$ cat src/rtl/costas_lock_ctrl.sv
// Lock sequencer for a Costas carrier-recovery loop: measures per-window |Q|/|I|
// quality, steps CLEAR -> ACQUIRE -> TRACK -> LOCKED and gates the downstream stream.
module costas_lock_ctrl #(
   parameter int unsigned WINDOW_LOG2     = 8,
   parameter int unsigned Q_RATIO_SHIFT   = 3,
   parameter int unsigned LOCK_COUNT      = 4,
   parameter int unsigned UNLOCK_COUNT    = 2,
   parameter int unsigned TIMEOUT_WINDOWS = 64,
   parameter int unsigned CLEAR_CYCLES    = 4
) (
   input  logic        s00_axis_aclk,
   input  logic        s00_axis_areset,
   input  logic        enable,
   input  logic [31:0] s00_axis_tdata,
   input  logic        s00_axis_tvalid,
   input  logic        s00_axis_tlast,
   output logic        s00_axis_tready,
   output logic [31:0] m00_axis_tdata,
   output logic        m00_axis_tvalid,
   output logic        m00_axis_tlast,
   input  logic        m00_axis_tready,
   output logic [1:0]  gain_sel,
   output logic        loop_clear,
   output logic        locked,
   output logic [2:0]  state_o,
   output logic [7:0]  retry_count
);
   localparam int unsigned ACC_W = 15 + WINDOW_LOG2;
   localparam int unsigned CMP_W = ACC_W + Q_RATIO_SHIFT;
   localparam int unsigned WIN_W = $clog2(TIMEOUT_WINDOWS + 1);
   localparam int unsigned LCK_W = $clog2(LOCK_COUNT + 1);
   localparam int unsigned UNL_W = $clog2(UNLOCK_COUNT + 1);
   localparam int unsigned CLR_W = $clog2(CLEAR_CYCLES + 1);

   typedef enum logic [2:0] {
      ST_IDLE    = 3'd0,
      ST_CLEAR   = 3'd1,
      ST_ACQUIRE = 3'd2,
      ST_TRACK   = 3'd3,
      ST_LOCKED  = 3'd4
   } state_t;

   state_t                 state, state_nx;
   logic [WINDOW_LOG2-1:0] idx, idx_nx;
   logic [ACC_W-1:0]       sum_i, sum_i_nx, sum_q, sum_q_nx, sum_i_add, sum_q_add;
   logic [WIN_W-1:0]       win_cnt, win_nx, win_inc;
   logic [LCK_W-1:0]       good_cnt, good_nx, good_inc;
   logic [UNL_W-1:0]       bad_cnt, bad_nx, bad_inc;
   logic [CLR_W-1:0]       clr_cnt, clr_nx;
   logic [7:0]             retry_nx;
   logic [1:0]             gain_nx;
   logic                   active, accept, win_done, good, timeout;

   // Saturating magnitude so that -32768 maps to 32767 and fits in 15 bits.
   function automatic logic [14:0] sat_abs(input logic [15:0] x);
      logic [15:0] n;
      n = -x;
      if (!x[15])           return x[14:0];
      else if (x == 16'h8000) return 15'h7fff;
      else                  return n[14:0];
   endfunction

   assign active          = (state == ST_ACQUIRE) || (state == ST_TRACK) || (state == ST_LOCKED);
   assign s00_axis_tready = (state == ST_LOCKED) ? m00_axis_tready : 1'b1;
   assign accept          = s00_axis_tvalid && s00_axis_tready;
   assign m00_axis_tdata  = s00_axis_tdata;
   assign m00_axis_tlast  = s00_axis_tlast;
   assign m00_axis_tvalid = s00_axis_tvalid && (state == ST_LOCKED);
   assign state_o         = state;

   assign sum_i_add = sum_i + ACC_W'(sat_abs(s00_axis_tdata[15:0]));
   assign sum_q_add = sum_q + ACC_W'(sat_abs(s00_axis_tdata[31:16]));
   assign win_done  = active && accept && (idx == '1);
   assign good      = (CMP_W'(sum_q_add) << Q_RATIO_SHIFT) < CMP_W'(sum_i_add);
   assign win_inc   = WIN_W'(win_cnt + 1'b1);
   assign good_inc  = LCK_W'(good_cnt + 1'b1);
   assign bad_inc   = UNL_W'(bad_cnt + 1'b1);
   assign timeout   = (win_inc == WIN_W'(TIMEOUT_WINDOWS));

   // Next-state, window accumulation and counter updates.
   always_comb begin
      state_nx = state;
      idx_nx   = idx;
      sum_i_nx = sum_i;
      sum_q_nx = sum_q;
      win_nx   = win_cnt;
      good_nx  = good_cnt;
      bad_nx   = bad_cnt;
      clr_nx   = '0;
      retry_nx = retry_count;
      gain_nx  = 2'd2;

      if (active && accept) begin
         if (win_done) begin
            idx_nx   = '0;
            sum_i_nx = '0;
            sum_q_nx = '0;
         end else begin
            idx_nx   = WINDOW_LOG2'(idx + 1'b1);
            sum_i_nx = sum_i_add;
            sum_q_nx = sum_q_add;
         end
      end

      case (state)
         ST_IDLE: if (enable) state_nx = ST_CLEAR;
         ST_CLEAR: begin
            clr_nx  = CLR_W'(clr_cnt + 1'b1);
            win_nx  = '0;
            good_nx = '0;
            bad_nx  = '0;
            if (clr_cnt == CLR_W'(CLEAR_CYCLES - 1)) begin
               clr_nx   = '0;
               state_nx = ST_ACQUIRE;
            end
         end
         ST_ACQUIRE, ST_TRACK: begin
            if (win_done) begin
               win_nx = win_inc;
               if (timeout) begin
                  state_nx = ST_CLEAR;
                  retry_nx = (retry_count == 8'hff) ? retry_count : 8'(retry_count + 1'b1);
               end else if (!good) begin
                  state_nx = ST_ACQUIRE;
                  good_nx  = '0;
               end else if (((state == ST_ACQUIRE) ? LCK_W'(1) : good_inc) >= LCK_W'(LOCK_COUNT)) begin
                  state_nx = ST_LOCKED;
                  good_nx  = '0;
                  bad_nx   = '0;
               end else begin
                  state_nx = ST_TRACK;
                  good_nx  = (state == ST_ACQUIRE) ? LCK_W'(1) : good_inc;
               end
            end
         end
         ST_LOCKED: begin
            if (win_done) begin
               if (good) begin
                  bad_nx = '0;
               end else if (bad_inc == UNL_W'(UNLOCK_COUNT)) begin
                  state_nx = ST_ACQUIRE;
                  bad_nx   = '0;
                  good_nx  = '0;
                  win_nx   = '0;
               end else begin
                  bad_nx = bad_inc;
               end
            end
         end
         default: state_nx = ST_IDLE;
      endcase

      // Disable abandons any partial window; retry history survives.
      if (!enable) begin
         state_nx = ST_IDLE;
         idx_nx   = '0;
         sum_i_nx = '0;
         sum_q_nx = '0;
         win_nx   = '0;
         good_nx  = '0;
         bad_nx   = '0;
         clr_nx   = '0;
      end

      case (state_nx)
         ST_TRACK:  gain_nx = 2'd1;
         ST_LOCKED: gain_nx = 2'd0;
         default:   gain_nx = 2'd2;
      endcase
   end

   always_ff @(posedge s00_axis_aclk or posedge s00_axis_areset) begin
      if (s00_axis_areset) begin
         state       <= ST_IDLE;
         idx         <= '0;
         sum_i       <= '0;
         sum_q       <= '0;
         win_cnt     <= '0;
         good_cnt    <= '0;
         bad_cnt     <= '0;
         clr_cnt     <= '0;
         retry_count <= '0;
         gain_sel    <= 2'd2;
         loop_clear  <= 1'b0;
         locked      <= 1'b0;
      end else begin
         state       <= state_nx;
         idx         <= idx_nx;
         sum_i       <= sum_i_nx;
         sum_q       <= sum_q_nx;
         win_cnt     <= win_nx;
         good_cnt    <= good_nx;
         bad_cnt     <= bad_nx;
         clr_cnt     <= clr_nx;
         retry_count <= retry_nx;
         gain_sel    <= gain_nx;
         loop_clear  <= (state_nx == ST_CLEAR);
         locked      <= (state_nx == ST_LOCKED);
      end
   end
endmodule

$ cat config.mk
export PLATFORM = sky130hd
export DESIGN_NAME = costas_lock_ctrl
export DESIGN_NICKNAME = d
export VERILOG_FILES = /design/src/rtl/costas_lock_ctrl.sv
export SDC_FILE = /design/constraint.sdc
export NUM_CORES = 1
export LEC_CHECK = 0
export ABC_AREA = 1
export CAP_MARGIN = 20
export CORE_MARGIN = 8
export CORE_UTILIZATION = 25
export CTS_BUF_LIST = sky130_fd_sc_hd__clkbuf_8
export CTS_CLUSTER_DIAMETER = 50
export DETAILED_ROUTE_END_ITERATION = 16
export HOLD_SLACK_MARGIN = 0.12
export PLACE_DENSITY_LB_ADDON = 0.1
export SYNTH_ARGS = -nofsm -noshare
export SYNTH_HDL_FRONTEND = slang
export SYNTH_SLANG_ARGS = --single-unit
$ cat constraint.sdc
create_clock -name s00_axis_aclk -period 4.4 [get_ports s00_axis_aclk]
set_clock_uncertainty 0.05 [all_clocks]
set_input_delay 0.66 -clock s00_axis_aclk [delete_from_list [all_inputs] [get_ports s00_axis_aclk]]
set_output_delay 0.66 -clock s00_axis_aclk [all_outputs]
set_load 0.01 [all_outputs]
After elaboration in Yosys (flattened, before gate mapping)
Index checks and enable logic that the tools add are counted.
{"block": "classes", "n_reduce_logical": 12, "eq_ne": 23, "addsub": 10, "order_cmp": 2, "mux": 53, "bitwise_logic": 1}
{"cell": "2-to-1 mux 23 bit", "count": 6}
{"cell": "2-to-1 mux 3 bit", "count": 21}
{"cell": "2-to-1 mux 15 bit", "count": 4}
{"cell": "adder 23 x 15 -> 23 bit", "count": 2}
{"cell": "2-to-1 mux 7 bit", "count": 5}
{"cell": "== test 16 bit, second input constant", "count": 2}
{"cell": "negation 15 bit", "count": 2}
{"cell": "less-than comparator 26 x 23 -> 1 bit", "count": 1}
{"cell": "2-to-1 mux 8 bit", "count": 3}
{"cell": "one-hot mux 7 bit (3 select lines)", "count": 1}
{"cell": "inequality test 3 bit, second input constant", "count": 6}
{"cell": "adder 8 x 1 -> 8 bit, second input constant", "count": 2}
{"cell": "== test 8 bit, second input constant", "count": 2}
{"cell": "2-to-1 mux 2 bit", "count": 8}
{"cell": "== test 3 x 2 -> 1 bit, second input constant", "count": 4}
{"cell": "one-hot mux 3 bit (4 select lines)", "count": 1}
{"cell": "AND reduction 6 bit", "count": 2}
{"cell": "one-hot mux 3 bit (3 select lines)", "count": 1}
{"cell": "adder 7 x 1 -> 7 bit, second input constant", "count": 1}
{"cell": "== test 7 bit, second input constant", "count": 1}
{"cell": "adder 3 x 1 -> 3 bit, second input constant", "count": 2}
{"cell": "== test 3 x 1 -> 1 bit, second input constant", "count": 2}
{"cell": "== test 3 bit, second input constant", "count": 2}
{"cell": "one-hot mux 2 bit (3 select lines)", "count": 1}
{"cell": "15 further kinds", "count": 19}
{"block": "totals", "reg_bits": 84, "out_inout_bits": 50, "in_bits": 38, "elab_cells": 113}

Longest topological paths before layout
{"block": "depth", "word_depth": 12, "ltp_mapped": 39, "depth_no_buf": 39}

Least setup slack after synthesis
OpenSTA, ideal clock, no wires.
{"block": "synth_timing", "kind": "input-to-reg", "startpoint": "input port s00_axis_tdata[0]", "endpoint": "register win_cnt[3]", "required_time_ns": 4.274, "stages": 37, "setup_ns": 0.076, "path_slack_ns": -0.596, "arrival_time_ns": 4.870, "path_buffers": 2, "cell_sequence": "inv_1 > ha_1 > inv_1 > nor3_1 > inv_1 > nor3_1 > nand3_1 > inv_1 > nand4_1 > clkbuf_1 > nand2_1 > ha_1 > inv_1 > fa_1 > inv_1 > a21oi_1 > inv_1 > a31oi_1 > o21ai_0 > nand3_1 > nand2_1 > xor2_1 > inv_1 > ha_1 > nand2_1 > nor3_1 > nand2_1 > nand2_1 > nand2_1 > nand2_1 > nand2_1 > nand2_2 > nand2_2 > a21oi_4 > buf_6 > nand3_1 > o21ai_1"}
{"block": "synth_via", "elab_chain_len": 7, "word_cells_on_any_way": 8, "classes_between": "add/sub: 2; order compare: 1; eq/ne: 2; mux: 2; reduce/logical: 1"}
{"item": "from (decl)", "line_no": "14", "source": "input logic [31:0] s00_axis_tdata,"}
{"item": "negation 15 bit or == test 16 bit (tied branches)", "line_no": "57, 59"}
{"item": "2-to-1 mux 15 bit", "line_no": "59", "source": "else if (x == 16'h8000) return 15'h7fff;"}
{"item": "2-to-1 mux 15 bit *", "line_no": "58", "source": "if (!x[15]) return x[14:0];"}
{"item": "adder 23 x 15 -> 23 bit *", "line_no": "71", "source": "assign sum_i_add = sum_i + ACC_W'(sat_abs(s00_axis_tdata[15:0]));"}
{"item": "less-than comparator 26 x 23 -> 1 bit *", "line_no": "74", "source": "assign good = (CMP_W'(sum_q_add) << Q_RATIO_SHIFT) < CMP_W'(sum_i_add);"}
{"item": "inequality test 3 bit (no line) *"}
{"item": "AND reduction 5 bit (no line) *"}
{"item": "to (signal assigned)", "line_no": "191", "source": "win_cnt <= win_nx;"}
{"item": "to (decl)", "line_no": "46", "source": "logic [WIN_W-1:0] win_cnt, win_nx, win_inc;"}
Mark *: on every way between the ends. The rest lies on a longest branch, timed or not.
A chain may end at the register's enable or synchronous reset.

Worst setup path after layout
{"block": "layout_timing", "startpoint": "input port s00_axis_tdata[16]", "endpoint": "register gain_sel[1]"}
{"block": "layout_via", "elab_chain_len": 12, "word_cells_on_any_way": 16, "classes_between": "add/sub: 2; order compare: 1; eq/ne: 3; mux: 10"}
{"item": "negation 15 bit or == test 16 bit (tied branches)", "line_no": "57, 59"}
{"item": "2-to-1 mux 15 bit", "line_no": "59"}
{"item": "2-to-1 mux 15 bit *", "line_no": "58"}
{"item": "adder 23 x 15 -> 23 bit *", "line_no": "72", "source": "assign sum_q_add = sum_q + ACC_W'(sat_abs(s00_axis_tdata[31:16]));"}
{"item": "less-than comparator 26 x 23 -> 1 bit *", "line_no": "74"}
{"item": "2-to-1 mux 3 bit", "line_no": "123", "source": "end else if (!good) begin"}
{"item": "2-to-1 mux 3 bit", "line_no": "120", "source": "if (timeout) begin"}
{"item": "2-to-1 mux 3 bit", "line_no": "118", "source": "if (win_done) begin"}
{"item": "one-hot mux 3 bit (4 select lines) *", "line_no": "105", "source": "case (state)"}
{"item": "2-to-1 mux 3 bit *", "line_no": "154", "source": "if (!enable) begin"}
{"item": "== test 3 bit or == test 3 x 2 -> 1 bit (tied branches)", "line_no": "165", "source": "case (state_nx)"}
{"item": "one-hot mux 2 bit (2 select lines) *", "line_no": "165"}
{"item": "named net gain_nx[1]", "line_no": "51", "source": "logic [1:0] gain_nx;"}
{"item": "to (signal assigned)", "line_no": "196", "source": "gain_sel <= gain_nx;"}
{"item": "to (decl)", "line_no": "22", "source": "output logic [1:0] gain_sel,"}
The timed path passes the listed nets; every way through them passes the cells marked *.

==> flow_summary.json <==
{
  "ys_top_cells_by_count": "229 x nand2_1, 131 x inv_1, 83 x dfrtp_1",
  "cp_max_fo": 3,
  "rsz0062_at_grt": "true",
  "cts_tree": "done",
  "path_buf_inv": 16,
  "path_class": "in -> reg",
  "antenna_cells": 0,
  "cts_root_buffer": "clkbuf_8",
  "synth_compound_area_frac": 0.1295,
  "power.leakage_nw": 5.375,
  "num_rows": 61,
  "finalHoldViolCount": 0,
  "violations": "setup timing",
  "ys_seq_area_frac": 0.2995,
  "syn_inst": 973,
  "syn_nets": 1071,
  "synth_xor_area_frac": 0.06860,
  "setup_viol": 19,
  "r2r_cells": 23,
  "layout-drive-gt1-share": 0.3759,
  "yosys.cell_count.top_type": "nand2_1",
  "postSynth.asyncResetShare": 1.000,
  "fp.dieW_microns": 183.6,
  "cp_num_cells": 38,
  "slowest_delay_ns": 0.34,
  "n_fill_cell": 2877,
  "cp.required_ns": 4.68,
  "cp_slowest_cell": "fa_2",
  "cts_hold_buf": 0,
  "hpwl_microns": 16810,
  "syn2layout_area_growth_pct": 58.09,
  "period_share": 1.074,
  "hp-class": "reg -> reg",
  "start_util": 0.2534,
  "vias": 7071,
  "ir_drop_v": 0.0001206,
  "synth_top_area_frac": 0.2958,
  "dr.pass1.iters": 4,
  "finalMaxSlewViolations": 0,
  "ys_seq_elements": 84,
  "cts-buffers-inserted": 9,
  "ys_warn_count": 0,
  "grt-ovfl-total": 0,
  "wire_per_inst_microns": 13.59,
  "fin_tns_setup_ns": -5.374,
  "die_h_microns": 183.6,
  "use_met1": 0.1727,
  "ios": 88,
  "ant_nets": 0,
  "max_clock_freq_mhz": 211.7,
  "crit_family": "buffers and inverters",
  "synth-main-ff-cell": "dfrtp_1",
  "busiest_layer": "met2",
  "yosys.area_share.simple": 0.2741,
  "outcome": "finished, violations left",
  "synthMuxAreaShare": 0,
  "synthAdderAreaFrac": 0.1091,
  "wl_microns": 22390,
  "drc": 0,
  "via_per_inst": 4.293,
  "synth_area_leaders": "dfrtp_1 30%, nand2_1 12%, ha_1 10%",
  "cp-start-kind": "primary input",
  "syn_area_per_cell_sq_um": 7.217,
  "power.density_mw_per_mm2": 198.5,
  "drt_first_iter_violations": 289,
  "crit_top_cell": "buf_4",
  "timing.slew.headroom": 0.3056,
  "worst_slew_pin_slew_ns": 1.040,
  "use_met3": 0.02609,
  "grt_max_degree": 45,
  "synth_top_cell_by_area": "dfrtp_1",
  "grt_pass1_vias": 7567,
  "maxCapViolCount": 0,
  "path_clk_slew_ns": 0.12,
  "antenna_found_initial": 0,
  "synth.distinct_cells": 47,
  "gp_congestion": 0.7916,
  "io_buffers": 85,
  "dieArea_sq_mm": 0.03371,
  "cts_max_path_buffers": 2,
  "synth-edff-count": 0,
  "critPathArrivalTime_ns": 5.01,
  "fin_crit_ns": 4.723,
  "use_met2": 0.2393,
  "layout_setup_ws_ns": -0.3235,
  "final_nets": 1362,
  "finalPower_mw": 2.204,
  "synth_top_family_by_area": "simple AND/OR/NAND/NOR gates",
  "whs_path_depth": 1,
  "clkLatencyLatePin_ns": 0.39,
  "critPathCaptureType": "register",
  "synth_area_sq_mm": 0.007022,
  "grt_pass1_wl_microns": 37520,
  "cts.sinks": 84,
  "grtUsageTotal": 0.1361,
  "core_sq_mm": 0.02771,
  "htree_levels": 3
}
==> through the flow <==
stage	instances	setup WS, ns	util	cell area (sq um)	hold slack, ns
6_report	1647	-0.3235	0.4007	11100	0.3982
2_1_floorplan	973	-0.2769	-	7139	0.3663
3_3_place_gp	1584	-1.484	0.3474	9625	0.3837
5_1_grt	1647	-0.6369	0.4007	11100	0.4161
3_5_place_dp	1584	-1.526	0.3474	9625	0.3884
4_1_cts	1646	-0.3872	0.3875	10740	0.4043
==> final timing paths <==
| kind | end | slack [ns] | from |
|---|---|---|---|
| hold / removal | clr_cnt[0] | 0.40 | clr_cnt[0] |
| setup / recovery | gain_sel[1] | -0.32 | s00_axis_tdata[16] |
| hold reg to reg | clr_cnt[0] | 0.40 | clr_cnt[0] |
| min in group asynchronous | sum_q[12] | 0.68 | s00_axis_areset |
| max in group asynchronous | gain_sel[1] | 2.76 | s00_axis_areset |
| setup reg to reg | win_cnt[3] | 0.81 | sum_i[2] |
==> area by class of cell <==
type	instances	area, sq um	area share
Multi-Input combinational cell	704	5071	0.4568
Clock inverter	7	76.32	0.006876
Timing Repair Buffer	328	2704	0.2436
Inverter	137	549.3	0.04948
Clock buffer	9	123.9	0.01116
Tap cell	378	473.0	0.04261
Sequential cell	84	2103	0.1895
==> routing by layer <==
| metal | share of wire | wire (microns) | vias to the layer above |
|---|---|---|---|
| met2 | 0.49 | 11010 | 71 |
| met4 | 0.0084 | 189 | 0 |
| li1 | - | - | 3721 |
| met3 | 0.029 | 642 | 14 |
| met1 | 0.47 | 10540 | 3265 |
| met5 | 0 | 0 | - |
==> sequential cells by signal, indices dropped and copies added (netlist names) <==
name	flops
bad_cnt	2
gain_sel	2
good_cnt	3
loop_clear	1
locked	1
sum_q	23
state_o	3
retry_count	8
sum_i	23
clr_cnt	3
win_cnt	7
idx	8
==> report_power, final <==
| group | total (mW) | internal, mW | switching (mW) | leakage, nW |
|---|---|---|---|---|
| clock | 0.598 | 0.228 | 0.369 | 0.103 |
| combinational | 0.806 | 0.410 | 0.396 | 4.11 |
| sequential | 0.800 | 0.785 | 0.0154 | 1.16 |
| total | 2.20 | 1.42 | 0.780 | 5.38 |
==> cells in the final DEF (no fill, tap or decap), drive strengths merged, types with 5 or more instances in the layout <==
| cell type | instances |
|---|---|
| clkbuf | 11 |
| clkdlybuf4s50 | 73 |
| xnor2 | 17 |
| nand4 | 10 |
| buf | 248 |
| o21ai | 68 |
| dfrtp | 83 |
| a22o | 10 |
| nor2 | 85 |
| xor2 | 38 |
| inv | 142 |
| nor3 | 23 |
| o22ai | 11 |
| nand3 | 64 |
| a211oi | 5 |
| a21oi | 51 |
| nand2 | 235 |
| or2 | 8 |
| ha | 58 |
==> worst reg2reg max path: stages, from the launching register on <==
cell      delay (ns)
dfrtp_1         0.45
ha_4            0.33
nand2_4         0.06
nor3_4          0.17
nor2_2          0.08
o21ai_4         0.19
nand3_2         0.09
nand2_2         0.10
inv_2           0.05
nor2_4          0.14
nand4_1         0.12
xor2_1          0.20
ha_1            0.33
inv_2           0.07
nor3_4          0.19
a211oi_2        0.06
nand2_1         0.09
nand2_2         0.07
nand2_2         0.07
nand2_2         0.06
a21oi_4         0.27
buf_12          0.16
nand3_2         0.05
o21ai_1         0.09
==> kinds of logic (layout without fill, tap and decap cells) <==
group	Yosys count	after routing
adders and majority gates	60	60
DFF	84	84
and+or+nand+nor	430	430
xor gates and xnor gates	55	55
buffers and inverters	185	481
AOI/OAI and AO/OA	159	159
==> repair_timing <==
| item | 4_1_cts | 5_1_grt |
|---|---|---|
| setup endpoints to repair | 20 | 20 |
| pin swaps | 64 | 48 |
| gates resized for setup | 163 | 80 |
| cloned | 1 | 0 |
| hold endpoints to repair | 0 | 0 |
| buffers inserted | 46 | 2 |
(Power assumes the default switching activity.)
